### config.mk
export PLATFORM = sky130hd
export DESIGN_NAME = controlador_interrupcao_multi
export DESIGN_NICKNAME = d
export VERILOG_FILES = /design/src/rtl/controlador_interrupcao_multi_pkg.sv /design/src/rtl/prio_enc_lsb.sv /design/src/rtl/controlador_interrupcao_multi.sv
export SDC_FILE = /design/constraint.sdc
export NUM_CORES = 1
export LEC_CHECK = 0
export ABC_CLOCK_PERIOD_IN_PS = 3200
export CAP_MARGIN = 20
export CORE_AREA = 2 2 64 81
export CTS_BUF_LIST = sky130_fd_sc_hd__clkbuf_4 sky130_fd_sc_hd__clkbuf_8
export DETAILED_ROUTE_END_ITERATION = 10
export DIE_AREA = 0 0 66 83
export PLACE_DENSITY_LB_ADDON = 0.3
export REMOVE_ABC_BUFFERS = 1
export SETUP_SLACK_MARGIN = 0.2
export SLEW_MARGIN = 20
export SYNTH_ARGS = -nofsm -noshare
export SYNTH_HDL_FRONTEND = slang
export SYNTH_SLANG_ARGS = --single-unit
### constraint.sdc
create_clock -name clk -period 3.2 [get_ports clk]
set_input_delay 0.48 -clock clk [delete_from_list [all_inputs] [get_ports clk]]
set_output_delay 0.48 -clock clk [all_outputs]
set_load 0.02 [all_outputs]
### src/rtl/controlador_interrupcao_multi_pkg.sv
// Shared definitions for the multi-source interrupt controller.
//  - state_e : handshake FSM encoding (IDLE -> REQ -> SERVICE)
//  - cause register field layout and the "no cause" value
package ctrl_int_pkg;

  typedef enum logic [1:0] {
    ST_IDLE    = 2'd0,
    ST_REQ     = 2'd1,
    ST_SERVICE = 2'd2
  } state_e;

  localparam logic [31:0] CAUSE_NONE     = 32'h0;
  localparam int          CAUSE_ID_LSB   = 0;
  localparam int          CAUSE_ID_W     = 8;
  localparam int          CAUSE_SNAP_LSB = 16;

endpackage

### src/rtl/prio_enc_lsb.sv
// Combinational fixed-priority encoder: lowest set index wins.
//  req_i   in  N   request vector (bit 0 = highest priority)
//  idx_o   out IW  index of the winning bit (0 when none)
//  valid_o out 1   at least one request bit set
module prio_enc_lsb #(
  parameter  int N  = 4,
  localparam int IW = (N > 1) ? $clog2(N) : 1
) (
  input  logic [N-1:0]  req_i,
  output logic [IW-1:0] idx_o,
  output logic          valid_o
);

  // Scan from the top down so the last hit (lowest index) sticks.
  always_comb begin
    idx_o   = '0;
    valid_o = 1'b0;
    for (int i = N - 1; i >= 0; i--) begin
      if (req_i[i]) begin
        idx_o   = IW'(i);
        valid_o = 1'b1;
      end
    end
  end

endmodule

### src/rtl/controlador_interrupcao_multi.sv
// Parametrised interrupt controller between NUM_IRQ sources and the control unit.
// Per-line mask, edge/level mode, pending latches, fixed priority (bit 0 first)
// and an IDLE/REQ/SERVICE handshake that blocks nesting until software clears.
//  clk, rst_n          clock / async active-low reset
//  irq [NUM_IRQ]       requests (bit 0 = watchdog)
//  pc  [PC_WIDTH]      PC captured on ack
//  ack, clr            control-unit accept / software done
//  mask_we, mask_wdata mask write port
//  intr                request to control unit (state-decoded)
//  cause [32]          [7:0] winner+1, [31:16] masked-pending snapshot
//  pcBckp [32]         PC latched at ack, zero-extended
//  mask, pending       current mask / raw pending vector
//  busy                high in SERVICE
module controlador_interrupcao_multi
  import ctrl_int_pkg::*;
#(
  parameter int                 NUM_IRQ   = 4,
  parameter int                 PC_WIDTH  = 26,
  parameter logic [NUM_IRQ-1:0] EDGE_MODE = '0,
  parameter logic [NUM_IRQ-1:0] MASK_RST  = '1
) (
  input  logic                clk,
  input  logic                rst_n,
  input  logic [NUM_IRQ-1:0]  irq,
  input  logic [PC_WIDTH-1:0] pc,
  input  logic                ack,
  input  logic                clr,
  input  logic                mask_we,
  input  logic [NUM_IRQ-1:0]  mask_wdata,
  output logic                intr,
  output logic [31:0]         cause,
  output logic [31:0]         pcBckp,
  output logic [NUM_IRQ-1:0]  mask,
  output logic [NUM_IRQ-1:0]  pending,
  output logic                busy
);

  localparam int IW = (NUM_IRQ > 1) ? $clog2(NUM_IRQ) : 1;

  state_e               state_q, state_d;
  logic [NUM_IRQ-1:0]   irq_q;
  logic [NUM_IRQ-1:0]   pend_q, pend_d;
  logic [NUM_IRQ-1:0]   mask_q, mask_d;
  logic [31:0]          cause_q, cause_d;
  logic [31:0]          pcbk_q, pcbk_d;
  logic [NUM_IRQ-1:0]   masked;
  logic [NUM_IRQ-1:0]   ack_clr;
  logic [IW-1:0]        win_idx;
  logic                 win_vld;
  logic                 take;

  assign masked = pend_q & mask_q;

  prio_enc_lsb #(.N(NUM_IRQ)) u_prio (
    .req_i   (masked),
    .idx_o   (win_idx),
    .valid_o (win_vld)
  );

  // FSM + cause/pcBckp capture
  always_comb begin
    state_d = state_q;
    cause_d = cause_q;
    pcbk_d  = pcbk_q;
    take    = 1'b0;
    unique case (state_q)
      ST_IDLE: if (win_vld) state_d = ST_REQ;
      ST_REQ: begin
        // Withdrawal takes precedence: with nothing left there is no winner to report.
        if (!win_vld) begin
          state_d = ST_IDLE;
        end else if (ack) begin
          take    = 1'b1;
          state_d = ST_SERVICE;
          cause_d = CAUSE_NONE;
          cause_d[CAUSE_ID_LSB +: CAUSE_ID_W]  = CAUSE_ID_W'(win_idx) + CAUSE_ID_W'(1);
          cause_d[CAUSE_SNAP_LSB +: NUM_IRQ]   = masked;
          pcbk_d  = 32'(pc);
        end
      end
      ST_SERVICE: if (clr) begin
        state_d = ST_IDLE;
        cause_d = CAUSE_NONE;
      end
      default: state_d = ST_IDLE;
    endcase
  end

  // One-hot clear of the acknowledged line.
  always_comb begin
    ack_clr = '0;
    if (take) ack_clr[win_idx] = 1'b1;
  end

  // Pending next-state per line; an edge set beats a same-cycle ack clear.
  for (genvar g = 0; g < NUM_IRQ; g++) begin : g_pend
    if (EDGE_MODE[g]) begin : g_edge
      assign pend_d[g] = (irq[g] & ~irq_q[g]) | (pend_q[g] & ~ack_clr[g]);
    end else begin : g_level
      assign pend_d[g] = irq[g];
    end
  end

  assign mask_d = mask_we ? mask_wdata : mask_q;

  always_ff @(posedge clk or negedge rst_n) begin
    if (!rst_n) begin
      state_q <= ST_IDLE;
      irq_q   <= '0;       // a line high at reset release looks like an edge
      pend_q  <= '0;
      mask_q  <= MASK_RST;
      cause_q <= CAUSE_NONE;
      pcbk_q  <= '0;
    end else begin
      state_q <= state_d;
      irq_q   <= irq;
      pend_q  <= pend_d;
      mask_q  <= mask_d;
      cause_q <= cause_d;
      pcbk_q  <= pcbk_d;
    end
  end

  assign intr    = (state_q == ST_REQ);
  assign busy    = (state_q == ST_SERVICE);
  assign cause   = cause_q;
  assign pcBckp  = pcbk_q;
  assign mask    = mask_q;
  assign pending = pend_q;

endmodule
==> results.sh <==
export IMPL_fp_row_count=28
export IMPL_yosysTopAreaCellShare_pct=51.1
export IMPL_p_per_area_nw_per_um2=864
export IMPL_dp_hpwl_um=2930
export IMPL_antenna_found_initial=0
export IMPL_design_area_um2=2760
export IMPL_ys_seq_area_share_pct=56.6
export IMPL_ir_worst_vdd_v=0.000480
export IMPL_final_common_cell="clkdlybuf4s50_1"
export IMPL_cts_resized_gates=0
export IMPL_gp_congestion=0.727
export IMPL_worstSetupPathType="register to primary output"
export IMPL_cts_hold_fix_buffers=0
export IMPL_cap_violations=0
export IMPL_drt_iter0_markers=13
export IMPL_synth_top_flop_cell="dfrtp_1"
export IMPL_final_cell_mix="80 x clkdlybuf4s50_1, 39 x dfrtp_1, 31 x conb_1"
export IMPL_clockRootBuffer="clkbuf_8"
export IMPL_ff_latch_area_um2=1080
export IMPL_htreeDepth=2
export IMPL_yosysTopAreaCell="dfrtp_1"
export IMPL_max_freq_mhz=472
export IMPL_rsz0062_at_grt="no"
export IMPL_placed_area_um2=2660
export IMPL_clockBufferDepth=2
export IMPL_setup_tns_ps=0
export IMPL_fillers=417
export IMPL_die_y_um=83
export IMPL_relSlewSlack_pct=36.4
export IMPL_detail_route_vias_per_cell=4.48
export IMPL_synth_area_um2=1910
export IMPL_worstPathArrival_ps=1640
export IMPL_async_flop_share_pct=100
export IMPL_synthCells=142
export IMPL_status="finished clean"
export IMPL_via_count=1290
export IMPL_setup_viol=0
export IMPL_clk_pin_slew_ps=80
export IMPL_ant_nets=0
export IMPL_routed_wl_um=3820
export IMPL_grt_pass1_wl_um=6370
export IMPL_clk_latency_ps=290
export IMPL_yosys_warnings=0
export IMPL_setup_slack_ps=1080
export IMPL_grt_usage_pct=15.2
export IMPL_synth_area_top_cells="dfrtp_1 51%, mux2_2 17%, buf_4 13%"
export IMPL_grt_pass1_vias=1344
export IMPL_dpl_worst_slack_ps=1020
export IMPL_fin_nets=268
export IMPL_grt_max_degree=44
export IMPL_maxSlewViolCount=0
export IMPL_fin_util_pct=58.8
export IMPL_drive_gt1_share_pct=19.7
export IMPL_fp_coreArea_um2=4690
export IMPL_hold_viol=0
export IMPL_ys_ff_latch=43
export IMPL_layout_cells_non_filler=288
export IMPL_worst_pin_slew_ps=955
export IMPL_power_total_mw=2.39
export IMPL_firstDrtPassIters=2
export IMPL_die_area_um2=5480
export IMPL_holdWs_ps=324
export IMPL_syn_to_final_growth_pct=44.6
export IMPL_crit_required_ps=2720
export IMPL_multi_input_area_um2=674
export IMPL_die_w_um=66
export IMPL_grt_overflow=0
export IMPL_cts_buffers=5
export IMPL_p_leak_nw=1.19
export IMPL_start_util_pct=40.7
export IMPL_cp_start_kind="register"
export IMPL_endpoint_kind="primary output"
export IMPL_dp_cells=281
export IMPL_boundaryPins=113
export IMPL_tritoncts_num_sinks=43
export IMPL_synth_edf_count=0
export IMPL_avgSynthCellArea_um2=13.4
export IMPL_detail_route_wl_per_cell_um=13.3
export IMPL_post_cts_setup_buffers=0
export IMPL_min_period_ps=2120
export IMPL_yosysUniqueCellTypes=20
export IMPL_path_max_fanout=4
export IMPL_diodes=0
export IMPL_cts_tree="yes"
export IMPL_fin_crit_sh_pct=66.2
export IMPL_clock_skew_ps=6.10
export IMPL_portBuffers=81
export IMPL_drc_errors=0
export IMPL_hold_path_class="input port to asynchronous set/reset pin"
-- synth_stat cells, drive strengths merged, types with 2 or more instances --
cell type / number
mux2: 30
buf: 34
o21ai: 2
a21boi: 2
mux2i: 5
nor2b: 2
nand2: 15
dfstp: 4
dfrtp: 39
-- cells by family (layout without fill, tap and decap cells) --
| logic type | Yosys count | after routing | synth area share [%] |
|---|---|---|---|
| buffers and inverters | 35 | 91 | 14.0 |
| and+or+nand+nor | 19 | 19 | 4.19 |
| adders and majority gates | 1 | 1 | 0.655 |
| AOI/OAI and AO/OA | 8 | 8 | 4.06 |
| muxes | 35 | 35 | 20.3 |
| DFF | 43 | 43 | 56.6 |
| other | 1 | 31 | 0.196 |
-- final cells by class --
class / instances / area share (%)
Sequential cell: 43 / 39.1
Timing Repair Buffer: 83 / 29.7
Multi-Input combinational cell: 94 / 24.4
Tap cell: 60 / 2.72
Clock buffer: 5 / 2.49
Clock inverter: 2 / 1.36
Inverter: 1 / 0.136
-- worst paths after layout --
| kind | slack, ps | end | cells after the start | from |
|---|---|---|---|---|
| worst max-delay path | 1080 | busy | 2 | state_q[1]$_DFFE_PN0P_ |
| worst min-delay path | 320 | pcBckp[20]$_DFFE_PN0P_ | 1 | rst_n |
| worst max register to register | 1360 | pcBckp[25]$_DFFE_PN0P_ | 4 | mask[2]$_DFFE_PN1P_ |
| worst min register to register | 490 | pcBckp[12]$_DFFE_PN0P_ | 1 | pcBckp[12]$_DFFE_PN0P_ |
| max in group asynchronous | 2270 | pending[2]$_DFF_PN0_ | 1 | rst_n |
| min in group clk | 490 | pcBckp[12]$_DFFE_PN0P_ | 1 | pcBckp[12]$_DFFE_PN0P_ |
-- registers in the layout, summed over array words and instances, names as in the netlist --
signal / cells
pending: 4
pcBckp: 26
mask: 4
state_q: 2
cause: 7
-- metal layers --
layer	vias to the layer above	track usage, %	wire (µm)
li1	583	-	-
met1	625	16.9	1400
met2	73	25.7	1960
met3	9	5.96	361
met4	0	5.94	98
met5	-	0	0
-- report_power, final --
group | leakage, nW | internal [mW] | switching, mW
clock network | 0.0502 | 0.228 | 0.178
logic | 0.628 | 0.578 | 0.522
registers | 0.513 | 0.764 | 0.116
-- critical path, stage by stage, from the launching register on --
cell	delay, ps
dfrtp_1	450
nor2b_1	250
clkdlybuf4s50_1	650
No activity file was read; power rests on OpenSTA's default activity.
